### src/rtl/noc_flit_pkg.sv
// Shared flit definitions for the local ejector: flit type encoding, widths,
// destination field positions and ejector state encoding.
package noc_flit_pkg;

  localparam int unsigned FLIT_W = 34;
  localparam int unsigned DATA_W = 32;

  localparam int unsigned DEST_X_MSB = 31;
  localparam int unsigned DEST_X_LSB = 28;
  localparam int unsigned DEST_Y_MSB = 27;
  localparam int unsigned DEST_Y_LSB = 24;

  typedef enum logic [1:0] {
    PAYLOAD = 2'b00,
    HEADER  = 2'b01,
    LAST    = 2'b10,
    SINGLE  = 2'b11
  } flit_type_t;

  typedef enum logic [1:0] {
    ST_IDLE,
    ST_BODY,
    ST_DROP
  } ej_state_t;

  typedef struct packed {
    logic [DATA_W-1:0] data;
    logic              sop;
    logic              eop;
    logic              err;
  } eject_word_t;

  localparam int unsigned WORD_W = $bits(eject_word_t);

endpackage

### src/rtl/noc_sync_fifo.sv
// Synchronous FIFO with registered storage, count-based full/empty flags and
// synchronous active-high reset that also clears the storage.
module noc_sync_fifo #(
  parameter int unsigned WIDTH = 35,
  parameter int unsigned DEPTH = 4
) (
  input  logic             clk,
  input  logic             rst,
  input  logic             push,
  input  logic [WIDTH-1:0] din,
  output logic             full,
  input  logic             pop,
  output logic [WIDTH-1:0] dout,
  output logic             empty
);

  localparam int unsigned AW = (DEPTH > 1) ? $clog2(DEPTH) : 1;

  logic [WIDTH-1:0] mem [DEPTH];
  logic [AW-1:0]    wr_ptr;
  logic [AW-1:0]    rd_ptr;
  logic [AW:0]      count;
  logic             do_push;
  logic             do_pop;

  assign full    = (count == (AW+1)'(DEPTH));
  assign empty   = (count == '0);
  assign do_push = push && !full;
  assign do_pop  = pop && !empty;
  assign dout    = mem[rd_ptr];

  // Pointers wrap naturally because DEPTH is a power of two.
  always_ff @(posedge clk) begin
    if (rst) begin
      wr_ptr <= '0;
      rd_ptr <= '0;
      count  <= '0;
      for (int unsigned i = 0; i < DEPTH; i++) begin
        mem[i] <= '0;
      end
    end else begin
      if (do_push) begin
        mem[wr_ptr] <= din;
        wr_ptr      <= wr_ptr + 1'b1;
      end
      if (do_pop) begin
        rd_ptr <= rd_ptr + 1'b1;
      end
      if (do_push && !do_pop) begin
        count <= count + 1'b1;
      end else if (do_pop && !do_push) begin
        count <= count - 1'b1;
      end
    end
  end

endmodule

### src/rtl/noc_local_ejector.sv
// Receive-side endpoint of the router local port: framing check FSM, output FIFO,
// packet/error counters. Optional destination check enabled by EJECT_DEST_CHECK_EN.
module noc_local_ejector
  import noc_flit_pkg::*;
#(
  parameter int unsigned FLIT_W = 34,
  parameter int unsigned DEPTH  = 4,
  parameter int unsigned XADDR  = 0,
  parameter int unsigned YADDR  = 0
) (
  input  logic              clk,
  input  logic              rst,
  input  logic [FLIT_W-1:0] local_out_flit_i,
  input  logic              local_out_valid_i,
  output logic              local_out_ready_o,
  output logic [31:0]       core_data_o,
  output logic              core_sop_o,
  output logic              core_eop_o,
  output logic              core_err_o,
  output logic              core_valid_o,
  input  logic              core_ready_i,
  output logic [15:0]       pkt_count_o,
  output logic [7:0]        err_count_o
);

`ifdef EJECT_DEST_CHECK_EN
  localparam bit DEST_CHECK = 1'b1;
`else
  localparam bit DEST_CHECK = 1'b0;
`endif

  localparam logic [3:0] LOCAL_X = 4'(XADDR);
  localparam logic [3:0] LOCAL_Y = 4'(YADDR);

  ej_state_t         state_q, state_d;
  flit_type_t        ftype;
  logic [DATA_W-1:0] fdata;
  logic              take;
  logic              misroute;
  logic              push;
  logic              err_inc;
  logic              full;
  logic              empty;
  logic              pop;
  eject_word_t       wr_word;
  eject_word_t       rd_word;

  assign ftype    = flit_type_t'(local_out_flit_i[FLIT_W-1 -: 2]);
  assign fdata    = local_out_flit_i[DATA_W-1:0];
  assign take     = local_out_valid_i && local_out_ready_o;
  assign misroute = DEST_CHECK &&
                    ((fdata[DEST_X_MSB:DEST_X_LSB] != LOCAL_X) ||
                     (fdata[DEST_Y_MSB:DEST_Y_LSB] != LOCAL_Y));

  always_ff @(posedge clk) begin
    if (rst) begin
      state_q <= ST_IDLE;
    end else begin
      state_q <= state_d;
    end
  end

  // A misrouted start flit aborts any open packet with a single error count.
  always_comb begin
    state_d      = state_q;
    push         = 1'b0;
    err_inc      = 1'b0;
    wr_word      = '0;
    wr_word.data = fdata;
    if (take) begin
      unique case (ftype)
        HEADER, SINGLE: begin
          if (misroute) begin
            err_inc = 1'b1;
            state_d = (ftype == HEADER) ? ST_DROP : ST_IDLE;
          end else begin
            push        = 1'b1;
            wr_word.sop = 1'b1;
            wr_word.eop = (ftype == SINGLE);
            wr_word.err = (state_q == ST_BODY);
            err_inc     = (state_q == ST_BODY);
            state_d     = (ftype == HEADER) ? ST_BODY : ST_IDLE;
          end
        end
        PAYLOAD, LAST: begin
          unique case (state_q)
            ST_BODY: begin
              push        = 1'b1;
              wr_word.eop = (ftype == LAST);
              if (ftype == LAST) state_d = ST_IDLE;
            end
            ST_DROP: begin
              if (ftype == LAST) state_d = ST_IDLE;
            end
            default: err_inc = 1'b1;
          endcase
        end
      endcase
    end
  end

  noc_sync_fifo #(
    .WIDTH (WORD_W),
    .DEPTH (DEPTH)
  ) u_fifo (
    .clk   (clk),
    .rst   (rst),
    .push  (push),
    .din   (wr_word),
    .full  (full),
    .pop   (pop),
    .dout  (rd_word),
    .empty (empty)
  );

  assign local_out_ready_o = !full;
  assign core_valid_o      = !empty;
  assign pop               = core_valid_o && core_ready_i;
  assign core_data_o       = rd_word.data;
  assign core_sop_o        = rd_word.sop;
  assign core_eop_o        = rd_word.eop;
  assign core_err_o        = rd_word.err;

  always_ff @(posedge clk) begin
    if (rst) begin
      pkt_count_o <= '0;
      err_count_o <= '0;
    end else begin
      if (pop && rd_word.eop) begin
        pkt_count_o <= pkt_count_o + 16'd1;
      end
      if (err_inc && (err_count_o != '1)) begin
        err_count_o <= err_count_o + 8'd1;
      end
    end
  end

endmodule
### config.mk
export PLATFORM = sky130hd
export DESIGN_NAME = noc_local_ejector
export DESIGN_NICKNAME = d
export VERILOG_FILES = /design/src/rtl/noc_flit_pkg.sv /design/src/rtl/noc_sync_fifo.sv /design/src/rtl/noc_local_ejector.sv
export SDC_FILE = /design/constraint.sdc
export NUM_CORES = 1
export LEC_CHECK = 0
export ABC_AREA = 1
export CAP_MARGIN = 5
export CORE_MARGIN = 3
export CORE_UTILIZATION = 60
export CTS_BUF_LIST = sky130_fd_sc_hd__clkbuf_4
export DETAILED_ROUTE_END_ITERATION = 10
export GPL_TIMING_DRIVEN = 0
export PLACE_DENSITY = 0.95
export SKIP_CTS_REPAIR_TIMING = 1
export SLEW_MARGIN = 20
export SYNTH_ARGS = -nofsm -noshare
export SYNTH_HDL_FRONTEND = slang
export SYNTH_HIERARCHICAL = 1
export SYNTH_SLANG_ARGS = --single-unit
### constraint.sdc
create_clock -name clk -period 12.15 [get_ports clk]
set_clock_uncertainty 0.15 [all_clocks]
set_input_delay 3.0375 -clock clk [delete_from_list [all_inputs] [get_ports clk]]
set_output_delay 3.0375 -clock clk [all_outputs]
set_load 0.05 [all_outputs]
==> results by group, run 1 <==
Routing
  – Number of violations reported at the end of detailed-routing iteration 0: 890
  – Detailed-route DRC error count: 0
  – Total wire length after detailed routing: 19,900 um
  – Avg Vias per Cell: 5.61
  – Via count: ~6,500
  – Number of antenna-violating nets in the routed design: 0
  – Drt first pass iters: 5
  – Avg WL per Cell: about 17 um

Worst setup path
  – Setup crit start kind: flip-flop
  – Reg2Reg Capture Point: u_fifo/mem[2][7]$_SDFFCE_PN0P_
  – Critical path endpoint category: output port
  – End point of the critical path: core_eop_o
  – Critical path arrival: around 3200 ps
  – Max Fanout on Critical Path: 10
  – R2R depth: 9
  – Data required, critical path: 8960 ps
  – Startpoint of the lowest-slack register-to-register path: u_fifo/count[0]$_SDFFE_PP0P_
  – Cell breakdown of the critical path: buf_2 -> clkinv_1 -> clkbuf_1 -> nor2_1 -> o22ai_1 -> clkdlybuf4s50_1
  – Slowest CP cell: sky130_fd_sc_hd__clkdlybuf4s50_1
  – WS Path Type: reg2out
  – Worst-case register-to-register setup slack: 9320 ps
  – Largest stage delay on the critical path: 900 ps

Job
  – Number of violations of the max-capacitance limit: 0

Finish
  – Post-route standard cell area excluding fillers: 9810 um2
  – Multi-input gate area in the final layout: 2620 um2
  – Number of filler cells placed in the layout: 848
  – Area growth from synthesis to layout: 20.7%
  – FF/Latch Area: 4880 um2
  – Number of antenna repair diodes: 0
  – Final standard cell utilization of the core: between 70% and 80%
  – Final Non-Filler Cells: 1,152
  – Ratio of cells with drive above 1 in the final layout: 12.6%
  – Nets: between 1,000 and 1,500

Floorplan
  – Area of the placeable core: 12,900 um2
  – Overall die height: 122 um
  – Starting density of the core: roughly 63%
  – X dimension of the die: 122 um
  – Number of primary I/O pins: ~100
  – Placement Rows: 41
  – Area of the die: 15,000 um2

Synthesis
  – Yosys top cell area share: 51.7%
  – Top post-synthesis cells by area: sky130_fd_sc_hd__edfxtp_1 52%, sky130_fd_sc_hd__nor2_1 9.1%, sky130_fd_sc_hd__dfxtp_1 8.4%
  – Net count after synthesis: 889
  – Synth Instances: 846
  – Cell taking the most area after synthesis: sky130_fd_sc_hd__edfxtp_1
  – Synthesized area: 8120 um2
  – Synthesized flop and latch total: 174
  – Post-synthesis cell type count: 29
  – Synth warnings: 6
  – Mean instance size in the synthesized netlist: a little under 10 um2
  – Register area share after synthesis: between 60 and 70%

STA
  – Slew Limit Headroom: 49.1%
  – Shortest clock period the worst path allows after layout: 6340 ps
  – Ratio of final minimum period to clock period: 52.2%
  – Worst hold slack after final layout: 360 ps
  – Number of hold violations in the final report: 0
  – Unrepaired setup endpoints after global routing: no
  – Total Negative Setup Slacks: 0 ps
  – Highest clock rate: between 150 and 200 MHz
  – Slew Limit Fails: 0
  – Worst Max-Slew Pin Slew: ~760 ps
  – Number of setup violations in the final report: 0
  – Least setup slack across all paths after layout: 5810 ps

GRT
  – Peak-usage layer in the global routing report: met2
  – Initial antenna violation count: 0
  – Met1 track demand over resource: around 33%
  – Met3 track demand over resource: roughly 6.1%
  – Pin count of the biggest net entering global routing: 25
  – Via count of the first global-routing pass: 6,453
  – Remaining Overflow, GRT: 0
  – Global-route wire length before repair: 31,100 um
  – M2 GR Usage: 46.6%
  – Total routing usage reported by global routing: about 27%

Place
  – Worst-case setup slack after placement: approximately 6400 ps
  – Hpwl dp: 13,200 um
  – Weighted congestion reported at the end of routability-driven placement: 0.880
  – Number of buffers inserted by port buffering: 98
  – Placed Area: 9460 um2
  – Number of placed instances with taps included: 1,120

CTS
  – Num CTS Buffers: 17
  – Count of clock tree sinks: between 150 and 200
  – Library cell used as clock root buffer: sky130_fd_sc_hd__clkbuf_4
  – CTS tree: done
  – H-Tree Level Count: 4
  – CTS clock-pin slew for the worst setup and hold paths: 130 ps
  – Clk_lat worst skew: 570 ps
  – Maximum clock insertion buffer count: 2

Status
  – Run status: finished clean

Pwr
  – Leakage dissipation: 3.63 nW
  – IR drop worst, VDD: 98.4 uV
  – Total power divided by cell area: 189 nW/um2
  – Power consumption: 1.85 mW

Hold path
  – Min-Delay Path Class: reg2reg
synth_stat cells:
| cell type | count |
|---|---|
| sky130_fd_sc_hd__o22ai_1 | 35 |
| sky130_fd_sc_hd__ha_1 | 4 |
| sky130_fd_sc_hd__nor3_1 | 38 |
| sky130_fd_sc_hd__nor3b_1 | 1 |
| sky130_fd_sc_hd__o21ai_1 | 1 |
| sky130_fd_sc_hd__buf_6 | 6 |
| sky130_fd_sc_hd__nand3_4 | 1 |
| sky130_fd_sc_hd__a21oi_1 | 15 |
| sky130_fd_sc_hd__nor2_4 | 31 |
| sky130_fd_sc_hd__xor2_1 | 4 |
| sky130_fd_sc_hd__buf_2 | 6 |
| sky130_fd_sc_hd__inv_1 | 85 |
| sky130_fd_sc_hd__clkbuf_1 | 27 |
| sky130_fd_sc_hd__dfxtp_1 | 34 |
| sky130_fd_sc_hd__o21ai_0 | 79 |
| sky130_fd_sc_hd__nand2_2 | 4 |
| sky130_fd_sc_hd__buf_1 | 1 |
| sky130_fd_sc_hd__buf_4 | 2 |
| sky130_fd_sc_hd__clkinv_1 | 3 |
| sky130_fd_sc_hd__nor2_2 | 3 |
| sky130_fd_sc_hd__nand2_4 | 1 |
| sky130_fd_sc_hd__inv_2 | 31 |
| sky130_fd_sc_hd__edfxtp_1 | 140 |
| sky130_fd_sc_hd__nand2_1 | 64 |
| sky130_fd_sc_hd__nor2_1 | 196 |
| sky130_fd_sc_hd__nand3_1 | 24 |
| sky130_fd_sc_hd__o211a_1 | 1 |
| sky130_fd_sc_hd__fa_1 | 1 |
| sky130_fd_sc_hd__nand4_1 | 8 |
critical path, delay by kind of cell (launching register included):
family	cells	cell delay [ps]
buffers and inverters	4	1730
AO/OA/AOI/OAI	1	420
AND/OR/NAND/NOR	1	100
flip-flops	1	340
how the worst min path moves through the flow:
| stage | startpoint | end | cells past startpoint | slack (ps) |
|---|---|---|---|---|
| global placement | pkt_count_o[3]$_SDFFE_PP0P_ | pkt_count_o[3]$_SDFFE_PP0P_ | 1 | 330 |
| finish | pkt_count_o[5]$_SDFFE_PP0P_ | pkt_count_o[5]$_SDFFE_PP0P_ | 2 | 360 |
| detailed placement | state_q[0]$_SDFFE_PP0P_ | state_q[0]$_SDFFE_PP0P_ | 1 | 340 |
| global route | state_q[0]$_SDFFE_PP0P_ | state_q[0]$_SDFFE_PP0P_ | 1 | 390 |
| floorplan | u_fifo/rd_ptr[1]$_SDFFE_PP0P_ | flip-flop | 2 | 310 |
| CTS | pkt_count_o[5]$_SDFFE_PP0P_ | pkt_count_o[5]$_SDFFE_PP0P_ | 2 | 370 |
layer usage:
layer	vias to the layer above	share of wire (%)
li1	3061	-
met1	3003	39
met2	349	51
met3	51	7.9
met4	0	2.6
met5	-	0
cell usage in the layout (no fill, tap or decap), drive strengths merged, types with 4 or more instances in the layout:
cell type,count
a21oi,15
clkinv,8
edfxtp,140
nor2,230
clkdlybuf4s50,98
xor2,4
nor3,38
nand4,8
inv,117
ha,4
nand2,69
dfxtp,34
o21ai,80
nand3,25
clkbuf,47
bufinv,5
o22ai,35
buf,19
final cells by class:
type                            instances  area share, %
Timing Repair Buffer                  102           11.0
Multi-Input combinational cell        511           26.7
Inverter                              119           4.55
Clock inverter                         12           1.96
Buffer                                 42           2.22
Sequential cell                       174           49.8
Tap cell                              172           2.19
Clock buffer                           20           1.53
registers in the layout (all words and copies together) (netlist names), named ones only:
signal	count
u_fifo/wr_ptr	2
pkt_count_o	16
u_fifo/mem	140
state_q	1
u_fifo/rd_ptr	2
u_fifo/count	3
err_count_o	8
power breakdown:
part / leakage [nW] / internal [mW] / switching (mW)
clock: 0.182 / 0.190 / 0.193
combinational: 1.73 / 0.209 / 0.508
sequential: 1.73 / 0.724 / 0.0263
total: 3.63 / 1.12 / 0.728
logic make-up after synthesis:
logic type / Yosys count / share of synthesized area, %
xor+xnor: 4 / 0.431
buf+inv: 161 / 8.18
flops: 174 / 60.1
simple gates: 371 / 21.7
compound gates: 131 / 8.67
fa+ha+maj: 5 / 0.863
Note: power is estimated with default switching activity, not from simulation.
==> run 2: changes to the inputs <==
--- a/config.mk
+++ b/config.mk
@@ -8,11 +8,11 @@
 export ABC_AREA = 1
 export CAP_MARGIN = 5
 export CORE_MARGIN = 3
-export CORE_UTILIZATION = 60
+export CORE_UTILIZATION = 52
 export CTS_BUF_LIST = sky130_fd_sc_hd__clkbuf_4
 export DETAILED_ROUTE_END_ITERATION = 10
 export GPL_TIMING_DRIVEN = 0
-export PLACE_DENSITY = 0.95
+export PLACE_DENSITY = 0.89
 export SKIP_CTS_REPAIR_TIMING = 1
 export SLEW_MARGIN = 20
 export SYNTH_ARGS = -nofsm -noshare
==> constraint.sdc (replaced) <==
create_clock -name clk -period 5.6 [get_ports clk]
set_clock_uncertainty 0.15 [all_clocks]
set_input_delay 1.4 -clock clk [delete_from_list [all_inputs] [get_ports clk]]
set_output_delay 1.4 -clock clk [all_outputs]
set_load 0.05 [all_outputs]
==> results by group, run 2 (synthesis gave the netlist of run 1 again) <==
Status
  – Run status: finished clean

GRT
  – Initial antenna violation count: 1 (+1)
  – Remaining Overflow, GRT: 0 (unchanged)
  – Global-route wire length before repair: 29,300 um (-5.9%)
  – Total routing usage reported by global routing: 22.2% (-5.1 points)
  – Pin count of the biggest net entering global routing: 23 (-8.0%)
  – Via count of the first global-routing pass: 6,045 (-6.3%)

Finish
  – Number of flip-flops in the largest register: 140 (unchanged)
  – Nets: 1,011 (+0.099%)
  – Area growth from synthesis to layout: 21.1%
  – Ratio of cells with drive above 1 in the final layout: 12.6% (+0.089 points)
  – Post-route standard cell area excluding fillers: 9840 um2 (+0.33%)
  – Leading cell types in the layout, fill and taps excluded: 195 x sky130_fd_sc_hd__nor2_1, 140 x sky130_fd_sc_hd__edfxtp_1, 98 x sky130_fd_sc_hd__clkdlybuf4s50_1
  – Register bank with the most flops: u_fifo/mem
  – Largest registers: u_fifo/mem x140, pkt_count_o x16, err_count_o x8
  – Number of filler cells placed in the layout: 1,129 (+33%)
  – Final Non-Filler Cells: 1,197 (+3.9%)
  – Most common cell after layout, fill and taps aside: sky130_fd_sc_hd__nor2_1

Routing
  – Via count: 6,421 (-0.67%)
  – Drt first pass iters: 5 (unchanged)
  – Total wire length after detailed routing: 18,700 um (-6.2%)
  – Detailed-route DRC error count: 0 (unchanged)
  – Avg WL per Cell: 15.6 um (-9.7%)
  – Number of antenna-violating nets in the routed design: 0 (unchanged)
  – Avg Vias per Cell: 5.36 (-4.4%)
  – Number of violations reported at the end of detailed-routing iteration 0: 709 (-20%)

STA
  – Number of setup violations in the final report: 0 (unchanged)
  – Shortest clock period the worst path allows after layout: 4550 ps
  – Slew Limit Headroom: 57.5% (+8.4 points)
  – Worst Max-Slew Pin Slew: 636 ps (-124 ps)
  – Worst hold slack after final layout: 367 ps (+7.07 ps)
  – Number of hold violations in the final report: 0 (unchanged)
  – Slew Limit Fails: 0 (unchanged)
  – Unrepaired setup endpoints after global routing: no
  – Highest clock rate: 220 MHz
  – Ratio of final minimum period to clock period: 81.3%

Floorplan
  – Number of primary I/O pins: 99 (unchanged)
  – Overall die height: 131 um (+7.1%)
  – Starting density of the core: 53.2% (-9.6 points)
  – Area of the placeable core: 15,300 um2 (+18%)
  – Area of the die: 17,200 um2 (+15%)
  – X dimension of the die: 131 um (+7.1%)
  – Placement Rows: 45 (+9.8%)

Place
  – Placed Area: 9540 um2 (+0.75%)
  – Hpwl dp: 12,900 um (-2.1%)
  – Number of placed instances with taps included: 1,160 (+3.6%)
  – Number of buffers inserted by port buffering: 98 (unchanged)
  – Weighted congestion reported at the end of routability-driven placement: 0.855 (-2.9%)

CTS
  – Clk_lat worst skew: 560 ps (about the same)
  – CTS clock-pin slew for the worst setup and hold paths: 130 ps (about the same)
  – Num CTS Buffers: 17 (unchanged)
  – Maximum clock insertion buffer count: 2 (unchanged)
  – Count of clock tree sinks: 174 (unchanged)
  – H-Tree Level Count: 4 (unchanged)
  – CTS tree: done
  – Library cell used as clock root buffer: sky130_fd_sc_hd__clkbuf_4

Hold path
  – Min-Delay Path Class: reg2reg
  – Min-delay src: err_count_o[1]$_SDFFE_PP0P_

Pwr
  – Leakage dissipation: 3.62 nW (-0.51%)
  – Power consumption: 3.90 mW (+110%)
  – Total power divided by cell area: 396 nW/um2 (+110%)
  – IR drop worst, VDD: 296 uV (+200%)

Worst setup path
  – Critical path endpoint category: output port
  – Setup crit start kind: flip-flop
  – Max Fanout on Critical Path: 10 (unchanged)
  – Data required, critical path: 4050 ps (-4910 ps)
  – WS Path Type: reg2out
  – Critical path arrival: 3000 ps (-150 ps)
  – Startpoint of the lowest-slack register-to-register path: u_fifo/count[0]$_SDFFE_PP0P_

Job
  – Number of violations of the max-capacitance limit: 0 (unchanged)
==> run 2: changes by cell type in the layout (fill, tap and decap cells not counted) <==
cell and delta:
sky130_fd_sc_hd__buf_16 +1, sky130_fd_sc_hd__buf_12 -1, sky130_fd_sc_hd__buf_8 +1, sky130_fd_sc_hd__inv_6 -1, sky130_fd_sc_hd__diode_2 +5, sky130_fd_sc_hd__clkinvlp_4 +2
sky130_fd_sc_hd__bufinv_16 -2, sky130_fd_sc_hd__clkinv_2 +2, sky130_fd_sc_hd__clkbuf_4 -1
==> run 2: report_power, final <==
| group | leakage (nW) | switching, mW | total, mW | internal, mW |
|---|---|---|---|---|
| combinational | 1.74 | 1.09 | 1.55 | 0.459 |
| sequential | 1.73 | 0.0525 | 1.62 | 1.57 |
| clock | 0.153 | 0.417 | 0.731 | 0.313 |
==> run 2: metal layers <==
| layer | part of all wire (%) | vias to the layer above | global-route usage (%) |
|---|---|---|---|
| met1 | 40 | 3008 | 28.6 |
| met2 | 50 | 328 | 37.8 |
| met3 | 8.4 | 29 | 3.82 |
| met4 | 1.7 | 0 | 8.35 |
| met5 | 0 | - | 0 |
| li1 | - | 3056 | - |
==> run 2: cell type report <==
| class | count | area (um2) | area share, % |
|---|---|---|---|
| Clock buffer | 19 | 143 | 1.45 |
| Sequential cell | 174 | 4880 | 49.6 |
| Buffer | 42 | 218 | 2.21 |
| Clock inverter | 13 | 149 | 1.51 |
| Inverter | 119 | 447 | 4.54 |
| Multi-Input combinational cell | 511 | 2620 | 26.6 |
| Tap cell | 211 | 264 | 2.68 |
| Antenna cell | 5 | 12.5 | 0.127 |
| Timing Repair Buffer | 103 | 1110 | 11.2 |
==> run 2: per-stage QoR <==
step	TNS (ps)	util, %	setup WS [ps]
global route	0	64.5	881
global placement	-179970	61.4	-1870
detailed placement	0	62.5	1480
floorplan	0	-	261
CTS	0	64.4	1050
finish	0	64.5	1050
==> run 2: critical path: stages, from the launching register on <==
cell                              delay (ps)
sky130_fd_sc_hd__dfxtp_1                 330
sky130_fd_sc_hd__buf_2                   210
sky130_fd_sc_hd__clkbuf_1                410
sky130_fd_sc_hd__o21ai_0                 180
sky130_fd_sc_hd__o22ai_1                 430
sky130_fd_sc_hd__clkdlybuf4s50_1         900
==> run 2: final timing paths <==
check / slack [ps] / cells after the start / end
max: 1050 / 5 / core_eop_o
min: 370 / 2 / err_count_o[1]$_SDFFE_PP0P_
max reg2reg: 2740 / 11 / u_fifo/mem[3][23]$_DFFE_PP_
min reg2reg: 370 / 2 / err_count_o[1]$_SDFFE_PP0P_
